**config.mk**
```make
export PLATFORM = sky130hd
export DESIGN_NAME = multicycle_alu
export DESIGN_NICKNAME = d
export VERILOG_FILES = /design/src/rtl/multicycle_alu.sv
export SDC_FILE = /design/constraint.sdc
export NUM_CORES = 1
export LEC_CHECK = 0
export BUFFER_PORTS_ARGS = -buffer_cell sky130_fd_sc_hd__buf_2
export CORE_MARGIN = 2
export CORE_UTILIZATION = 55
export DETAILED_ROUTE_END_ITERATION = 10
export PLACE_DENSITY = 0.74
export SLEW_MARGIN = 25
export SYNTH_ARGS = -nofsm -noshare
export SYNTH_HDL_FRONTEND = slang
export SYNTH_SLANG_ARGS = --single-unit
```
**constraint.sdc**
```tcl
create_clock -name clk -period 8.1 [get_ports clk]
set_input_delay 0.81 -clock clk [delete_from_list [all_inputs] [get_ports clk]]
set_output_delay 0.81 -clock clk [all_outputs]
set_load 0.05 [all_outputs]
```
**src/rtl/multicycle_alu.sv**
```systemverilog
// Multi-cycle ALU: one-cycle arithmetic/logic/compare/shift ops plus iterative shift-add MUL.
// Restoring DIV/REM are built only when MULTICYCLE_ALU_DIV_EN is defined.
module multicycle_alu #(
    parameter int WIDTH = 32
) (
    input  logic             clk,
    input  logic             rst,
    input  logic             start,
    input  logic [4:0]       ALU_op,
    input  logic             sign_ctrl,
    input  logic [WIDTH-1:0] A,
    input  logic [WIDTH-1:0] B,
    output logic [WIDTH-1:0] OUT,
    output logic [WIDTH-1:0] HI,
    output logic             zero,
    output logic             overflow,
    output logic             busy,
    output logic             done
);
    localparam int SHW = $clog2(WIDTH);
    localparam logic [SHW-1:0] LAST_ITER = SHW'(WIDTH - 1);

    localparam logic [1:0] IDLE = 2'd0;
    localparam logic [1:0] CALC = 2'd1;
    localparam logic [1:0] DONE = 2'd2;

    localparam logic [4:0] OP_ADD  = 5'b0_0000;
    localparam logic [4:0] OP_SUB  = 5'b0_0001;
    localparam logic [4:0] OP_AND  = 5'b0_0010;
    localparam logic [4:0] OP_OR   = 5'b0_0011;
    localparam logic [4:0] OP_XOR  = 5'b0_0100;
    localparam logic [4:0] OP_NAND = 5'b0_0101;
    localparam logic [4:0] OP_NOR  = 5'b0_0110;
    localparam logic [4:0] OP_XNOR = 5'b0_0111;
    localparam logic [4:0] OP_SLE  = 5'b0_1000;
    localparam logic [4:0] OP_SRA  = 5'b0_1001;
    localparam logic [4:0] OP_SLT  = 5'b0_1010;
    localparam logic [4:0] OP_SGT  = 5'b0_1011;
    localparam logic [4:0] OP_SLL  = 5'b0_1100;
    localparam logic [4:0] OP_SRL  = 5'b0_1101;
    localparam logic [4:0] OP_NEQ  = 5'b0_1110;
    localparam logic [4:0] OP_MUL  = 5'b1_0000;
`ifdef MULTICYCLE_ALU_DIV_EN
    localparam logic [4:0] OP_DIV  = 5'b1_0001;
    localparam logic [4:0] OP_REM  = 5'b1_0010;
    localparam logic [WIDTH-1:0] ALL_ONES = '1;
    localparam logic [WIDTH-1:0] SMIN     = {1'b1, {(WIDTH-1){1'b0}}};
`endif

    function automatic logic [WIDTH-1:0] cond_neg(input logic [WIDTH-1:0] v, input logic neg);
        return neg ? -v : v;
    endfunction

    function automatic logic [2*WIDTH-1:0] cond_neg2(input logic [2*WIDTH-1:0] v, input logic neg);
        return neg ? -v : v;
    endfunction

    logic [1:0]              state;
    logic [SHW-1:0]          cnt;
    logic [WIDTH-1:0]        acc;
    logic [WIDTH-1:0]        lo;
    logic [WIDTH-1:0]        opb;
    logic                    neg_res;
    logic                    is_multi;

    logic signed [WIDTH-1:0] sa;
    logic signed [WIDTH-1:0] sb;
    logic [SHW-1:0]          shamt;
    logic [WIDTH:0]          add_ext;
    logic [WIDTH:0]          sub_ext;
    logic                    le_s;
    logic                    gt_s;
    logic                    lt_c;
    logic [WIDTH-1:0]        r_out;
    logic                    r_zero;
    logic                    r_ovf;

    logic [WIDTH:0]          mul_sum;
    logic [WIDTH-1:0]        acc_n;
    logic [WIDTH-1:0]        lo_n;
    logic [2*WIDTH-1:0]      mul_prod;
    logic [WIDTH-1:0]        f_out;
    logic [WIDTH-1:0]        f_hi;
    logic                    f_ovf;

`ifdef MULTICYCLE_ALU_DIV_EN
    logic                    is_div_op;
    logic                    div_mode;
    logic                    rem_mode;
    logic                    neg_rem;
    logic                    div0;
    logic                    div_ovf;
    logic [WIDTH-1:0]        a_raw;
    logic [WIDTH:0]          div_shift;
    logic                    div_ge;
    logic [WIDTH-1:0]        div_diff;
`endif

    assign busy = (state == CALC) || (state == DONE);
    assign done = (state == DONE);

    // ---- single-cycle datapath: evaluated directly on the live operands ----
    assign sa      = $signed(A);
    assign sb      = $signed(B);
    assign shamt   = A[SHW-1:0];
    assign add_ext = {1'b0, A} + {1'b0, B};
    assign sub_ext = {1'b0, A} - {1'b0, B};
    assign le_s    = (sa <= sb);
    assign gt_s    = (sa > sb);
    assign lt_c    = sign_ctrl ? (sa < sb) : (A < B);

    always_comb begin
        r_out  = '0;
        r_zero = 1'b0;
        r_ovf  = 1'b0;
        case (ALU_op)
            OP_ADD: begin
                r_out = add_ext[WIDTH-1:0];
                r_ovf = sign_ctrl ? ((A[WIDTH-1] == B[WIDTH-1]) && (add_ext[WIDTH-1] != A[WIDTH-1]))
                                  : add_ext[WIDTH];
            end
            OP_SUB: begin
                r_out  = sub_ext[WIDTH-1:0];
                r_zero = (sub_ext[WIDTH-1:0] == '0);
                r_ovf  = sign_ctrl ? ((A[WIDTH-1] != B[WIDTH-1]) && (sub_ext[WIDTH-1] != A[WIDTH-1]))
                                   : sub_ext[WIDTH];
            end
            OP_AND:  r_out = A & B;
            OP_OR:   r_out = A | B;
            OP_XOR:  r_out = A ^ B;
            OP_NAND: r_out = ~(A & B);
            OP_NOR:  r_out = ~(A | B);
            OP_XNOR: r_out = ~(A ^ B);
            OP_SLE: begin
                r_out  = {{(WIDTH-1){1'b0}}, le_s};
                r_zero = le_s;
            end
            OP_SRA:  r_out = sb >>> shamt;
            OP_SLT:  r_out = {{(WIDTH-1){1'b0}}, lt_c};
            OP_SGT: begin
                r_out  = {{(WIDTH-1){1'b0}}, gt_s};
                r_zero = gt_s;
            end
            OP_SLL:  r_out = B << shamt;
            OP_SRL:  r_out = B >> shamt;
            OP_NEQ:  r_zero = (A != B);
            // unused upper-half codes flag an exception; 0_1111 is a silent no-op
            default: r_ovf = ALU_op[4];
        endcase
    end

`ifdef MULTICYCLE_ALU_DIV_EN
    assign is_div_op = (ALU_op == OP_DIV) || (ALU_op == OP_REM);
    assign is_multi  = (ALU_op == OP_MUL) || is_div_op;
`else
    assign is_multi  = (ALU_op == OP_MUL);
`endif

    // ---- iteration step: {acc,lo} is the product (MUL) or remainder:quotient (DIV) ----
    assign mul_sum = {1'b0, acc} + (lo[0] ? {1'b0, opb} : '0);

`ifdef MULTICYCLE_ALU_DIV_EN
    assign div_shift = {acc, lo[WIDTH-1]};
    assign div_ge    = (div_shift >= {1'b0, opb});
    assign div_diff  = div_shift[WIDTH-1:0] - opb;

    always_comb begin
        if (div_mode) begin
            acc_n = div_ge ? div_diff : div_shift[WIDTH-1:0];
            lo_n  = {lo[WIDTH-2:0], div_ge};
        end else begin
            acc_n = mul_sum[WIDTH:1];
            lo_n  = {mul_sum[0], lo[WIDTH-1:1]};
        end
    end
`else
    assign acc_n = mul_sum[WIDTH:1];
    assign lo_n  = {mul_sum[0], lo[WIDTH-1:1]};
`endif

    // ---- final sign fix-up, applied on the last iteration ----
    assign mul_prod = cond_neg2({acc_n, lo_n}, neg_res);

    always_comb begin
        f_out = mul_prod[WIDTH-1:0];
        f_hi  = mul_prod[2*WIDTH-1:WIDTH];
        f_ovf = 1'b0;
`ifdef MULTICYCLE_ALU_DIV_EN
        if (div_mode) begin
            f_hi  = '0;
            f_ovf = div0 | div_ovf;
            if (div0) begin
                f_out = rem_mode ? a_raw : ALL_ONES;
            end else begin
                f_out = rem_mode ? cond_neg(acc_n, neg_rem) : cond_neg(lo_n, neg_res);
            end
        end
`endif
    end

    // ---- control and architectural outputs ----
    always_ff @(posedge clk) begin
        if (rst) begin
            state    <= IDLE;
            OUT      <= '0;
            HI       <= '0;
            zero     <= 1'b0;
            overflow <= 1'b0;
        end else begin
            case (state)
                IDLE: begin
                    if (start) begin
                        if (is_multi) begin
                            state <= CALC;
                        end else begin
                            state    <= DONE;
                            OUT      <= r_out;
                            HI       <= '0;
                            zero     <= r_zero;
                            overflow <= r_ovf;
                        end
                    end
                end
                CALC: begin
                    if (cnt == LAST_ITER) begin
                        state    <= DONE;
                        OUT      <= f_out;
                        HI       <= f_hi;
                        zero     <= 1'b0;
                        overflow <= f_ovf;
                    end
                end
                DONE:    state <= IDLE;
                default: state <= IDLE;
            endcase
        end
    end

    // ---- iterative datapath: operands become magnitudes, sign is restored at the end ----
    always_ff @(posedge clk) begin
        if (state == IDLE) begin
            if (start && is_multi) begin
                cnt     <= '0;
                acc     <= '0;
                lo      <= cond_neg(A, sign_ctrl & A[WIDTH-1]);
                opb     <= cond_neg(B, sign_ctrl & B[WIDTH-1]);
                neg_res <= sign_ctrl & (A[WIDTH-1] ^ B[WIDTH-1]);
`ifdef MULTICYCLE_ALU_DIV_EN
                div_mode <= is_div_op;
                rem_mode <= (ALU_op == OP_REM);
                neg_rem  <= sign_ctrl & A[WIDTH-1];
                div0     <= (B == '0);
                div_ovf  <= sign_ctrl && (A == SMIN) && (B == ALL_ONES);
                a_raw    <= A;
`endif
            end
        end else if (state == CALC) begin
            cnt <= cnt + SHW'(1);
            acc <= acc_n;
            lo  <= lo_n;
        end
    end

endmodule

```
Yosys cells after proc, flatten, opt, wreduce, memory -nomap -nowiden
Index checks and enable logic that the tools add are counted.

cells by class
  add/sub/neg operators = 7
  $mul = 0
  divide/modulo/power cells = 0
  $lt $le $gt $ge = 4
  equal/unequal tests = 27
  shift-type cells = 3
  multiplexer cells = 38
  bitwise gates (word level) = 10
  reductions and logical operators = 13

operators with widths
  cell                                                                    count
  32-bit 2-to-1 mux                                                       15
  32-bit case mux with 14 select lines                                    1
  32-bit case mux with 2 select lines                                     2
  32-bit NOT                                                              3
  32-bit by 32-bit adder with 33-bit output                               2
  32-bit less-than comparator                                             2
  64-bit 2-to-1 mux                                                       1
  32-bit negation                                                         2
  64-bit negation                                                         1
  5-bit by 4-bit equality test with 1-bit output (second input constant)  7
  32-bit by 32-bit subtractor with 33-bit output                          1
  32-bit bitwise AND                                                      1
  32-bit > comparator                                                     1
  32-bit less-or-equal comparator                                         1
  32-bit logical NOT                                                      1
  32-bit != test                                                          1
  32-bit bitwise OR                                                       1
  32-bit by 5-bit << shifter with 32-bit output                           1
  32-bit by 5-bit right shift with 32-bit output                          1
  32-bit by 5-bit >>> shifter with 32-bit output                          1
  32-bit XOR                                                              1
  5-bit by 3-bit equality test with 1-bit output (second input constant)  4
  5-bit 2-to-1 mux                                                        3
  13-bit OR reduction                                                     1
  other kinds (25)                                                        47

storage, ports and cells
  register bits = 170
  bits in latches = 0
  bits in writable memories = 0
  memory bits (read-only) = 0
  bits of input ports = 73
  output and inout port bits = 68
  word-level logic and storage cells = 112
  memories kept = 0

Longest topological paths before layout
  depth in word-level cells = 8
  gate-level depth with buffers = 17
  gate-level depth less buffers = 14

Least setup slack after synthesis
OpenSTA, ideal clock, no wires.

  path type = input port to flip-flop
  from = input ALU_op[4]
  to = register acc[0], enable pin
  arrival time = 6.292 ns
  required time = 7.509 ns
  path slack = 1.216 ns
  stages = 4
  path through = clkbuf_1 > clkbuf_1 > nand3_1 > o21ai_0

between the ends
  word-level cells in the longest chain between the ends = 4

RTL lines
  item                                                       RTL line  RTL
  start: declaration                                         9         input logic [4:0] ALU_op,
  5-bit equality test                                        156       assign is_multi = (ALU_op == OP_MUL);
  1-bit logical AND                                          242       if (start && is_multi) begin
  2-bit by 1-bit != test with 1-bit output (no source line)  -
  2-bit AND reduction (no source line)                       -
  end signal: assignment                                     259       acc <= acc_n;
  end: declaration                                           60        logic [WIDTH-1:0] acc;

Every way passes these cells.
A chain may end at the register's enable or synchronous reset.

Final worst setup path
  from = input A[0]
  to = register zero

between the ends
  word-level cells in the longest chain between the ends = 6
  elaborated cells on any way between the ends = 9

RTL lines
  item                                            RTL line  RTL
  start: declaration                              11        input logic [WIDTH-1:0] A,
  32-bit by 32-bit subtractor with 33-bit output  107       assign sub_ext = {1'b0, A} - {1'b0, B};
  32-bit logical NOT                              124       r_zero = (sub_ext[WIDTH-1:0] == '0);
  1-bit case mux with 4 select lines *            116       case (ALU_op)
  1-bit 2-to-1 mux *                              213       if (is_multi) begin
  1-bit 2-to-1 mux *                              212       if (start) begin
  1-bit case mux with 2 select lines *            210       case (state)
  end signal: assignment                          219       zero <= r_zero;
  end: declaration                                15        output logic zero,

Every way passes the cells marked *; elsewhere a longest branch is shown, timed or not. The select of a mux whose other input is x is not followed.

==> results.yml <==
timing:
  fmax_mhz: 185
  setup-tns-final_ns: 0
  period_share_pct: 66.7
  finalMaxSlewViolations: 0
  min_period_ns: 5.41
  setup-violations-final: 0
  grt_setup_unrepaired: "no"
  slew_headroom_pct: 21.1
  skew_ns: 0.0144
  tightest_slew_ns: 1.17
  finalHoldViolCount: 0
yosys:
  synthArstFlopShare_pct: 0
  syn_area_um2: 20600
  ys_seq_elements: 170
  synth_cell_type_count: 83
  synthesis.instances: 2678
  syn_nets: 2891
  ys.flop_type: "edfxtp_1"
  ys_warn_count: 0
  syn_area_per_cell_um2: 7.70
  synth_edf_count: 102
  ys_seq_area_share_pct: 21.5
detailed_routing:
  post-route-drc-count: 0
  dr.first_iter.drc_count: 3373
  top_layer: "met5"
  wl_met3_um: 14300
  viasPerCell: 7.39
  ant_nets: 0
  wl_per_cell_um: 30.1
  wl_met1_um: 35000
  vias: 23408
  routed_wl_um: 95400
  dr.pass1.iters: 6
  dr_wl_met2_um: 38100
setup_path:
  reg2reg_to: "HI[31]"
  r2r_start: "lo[0]"
  cp_data_required_time_ns: 8.45
  crit_family: "compound AO/OA/AOI/OAI gates"
  r2r_slack_ns: 2.88
  cp-start-kind: "primary input"
  path_max_fanout: 25
  critPathCaptureType: "register"
  max_stage_delay_ns: 0.77
  slowest_stage: "a2111oi_1"
  worst_ep_arrival_time_ns: 5.75
  crit_type: "primary input to register"
  path_cells: "buf_2 -> inv_1 -> buf_4 -> ha_1 -> fa_1 -> o21bai_1 -> a2111oi_1 -> o2111ai_1 -> a311oi_2 -> o211ai_1 -> o21ai_0 -> or4b_2 -> or4_1 -> a311oi_1"
  critPathBufInv: 3
  ff2ff_path_depth: 14
clock_network:
  cts_resized: 0
  clock_latency_ns: 0.45
  cts_buffers: 17
  clockBufferDepth: 2
  clkTransAtPathRegs_ns: 0.06
  htree_levels: 4
  clkSinkCount: 170
  cts.root.buffer_cell: "clkbuf_16"
  cts_setup_buffers: 0
  cts_tree: "done"
  postCtsHoldBufs: 0
final_layout:
  area_delta_synth_final_pct: 7.26
  nNetsFinal: 2895
  drive_gt1_share_pct: 11.1
  final_cells: 3169
  fin_area_um2: 22100
pwr:
  p_leak_uw: 0.00854
  ir_drop_mv: 0.109
  powerDensity_nw_per_um2: 132
floorplanning:
  start_util_pct: 56.0
  die_w_um: 198
  dieHeight_um: 198
  num_io_pins: 141
  dieArea_um2: 39000
  row_count: 70
  coreArea_um2: 36800
place:
  dpl-instance-area_um2: 21500
  gp_congestion: 1.15
  io_buffer_count: 140
  hpwl_um: 73300
  placedCellCount: 3131
grt:
  grt_pass1_wl_um: 139000
  antenna_found_initial: 9
  grt_max_degree: 75
  grt_usage_pct: 47.9
  globalRoute.totalOverflow: 0
  grt_pass1_vias: 21344
worst_hold_path:
  hp-start: "HI[13]"
  worstHoldPathCells: 2
  hp-class: "register to register"
  hold_end: "HI[13]"
run_status:
  outcome: "complete, no violations"
flow_run:
  max_cap_viol_count: 0
## stage by stage
step	power, uW	hold WS (ns)	utilization [%]	worst slack, ns
after floorplan	1690	0.483	-	1.22
after global routing	3000	0.480	60.1	2.38
after CTS	2860	0.453	60.0	2.84
after global placement	2060	0.440	58.5	2.50
final	2920	0.452	60.1	2.69
after detailed placement	2070	0.445	58.5	2.40
## logic make-up after synthesis
kind of cell / after synthesis / synth area share [%]
and+or+nand+nor: 878 / 20.3
buffers and inverters: 310 / 5.67
DFF: 170 / 21.5
muxes: 111 / 8.05
adders and majority gates: 140 / 8.61
xor gates and xnor gates: 180 / 7.65
AOI/OAI and AO/OA: 889 / 28.2
## Yosys cell counts (all sizes together), types with 26 or more instances
| cell type | count | share of area (%) |
|---|---|---|
| a211oi | 55 | 2.0 |
| a21o | 29 | 1.1 |
| a21oi | 238 | 5.8 |
| a221oi | 43 | 1.8 |
| a22oi | 37 | 1.3 |
| a31oi | 31 | 0.94 |
| and2 | 55 | 1.7 |
| clkbuf | 170 | 3.1 |
| dfxtp | 68 | 6.6 |
| edfxtp | 102 | 15 |
| ha | 137 | 8.3 |
| inv | 107 | 1.9 |
| mux2i | 60 | 2.9 |
| mux4 | 43 | 4.7 |
| nand2 | 187 | 3.4 |
| nand3 | 55 | 1.3 |
| nor2 | 331 | 6.0 |
| nor3 | 58 | 1.4 |
| nor4 | 38 | 1.2 |
| o21ai | 185 | 4.5 |
| o31ai | 47 | 1.7 |
| xnor2 | 154 | 6.5 |
| xor2 | 26 | 1.1 |
## worst max-delay path by stage
stage	slack, ns	from	to	depth (start not counted)
after detailed placement	2.40	A[0]	zero	14
final	2.69	A[0]	zero	14
after floorplan	1.22	ALU_op[4]	acc[0]	4
after global placement	2.50	A[0]	zero	14
after global routing	2.38	A[0]	zero	16
after CTS	2.84	A[0]	zero	14
## cells in the final DEF, fill, tap and decap left out, types with 55 or more instances in the layout
master      n
a211oi_1   55
a21oi_1   238
and2_1     55
buf_2     139
dfxtp_1    68
edfxtp_1  102
ha_1      136
inv_1     104
mux2i_1    60
nand2_1   186
nand3_1    55
nor2_1    327
nor3_1     58
o21ai_0   176
xnor2_1   154
## power by group
part	leakage (uW)	internal, uW	total, uW	switching (uW)
combinational	0.00677	346	1160	814
clock	0.000289	442	804	361
sequential	0.00148	943	955	12.1
## tightest hold or removal path: cells and delay by family (launching register included)
family | cells | cell delay, ns
and+or+nand+nor | 1 | 0.05
AOI/OAI and AO/OA | 1 | 0.05
DFF | 1 | 0.31
## flip-flops by register name (all words and copies together), names as in the netlist
name	cells
state	2
OUT	32
lo	32
cnt	5
overflow	1
zero	1
neg_res	1
opb	32
HI	32
acc	32
## metal layers
layer / global-route usage (%) / vias to the layer above
met2: 68.5 / 2034
li1: - / 10022
met1: 60.4 / 10889
met5: 0 / -
met3: 16.6 / 459
met4: 33.3 / 4
## area by class of cell
type | instances | area (um^2)
inverter | 115 | 432
clock buffer | 22 | 498
clock inverter | 10 | 73.8
tap | 468 | 586
multi-input combinational | 2198 | 15100
antenna | 6 | 15.0
timing repair buffer | 180 | 1000
sequential | 170 | 4420
fill | 3216 | 14700
(Power assumes the default switching activity.)
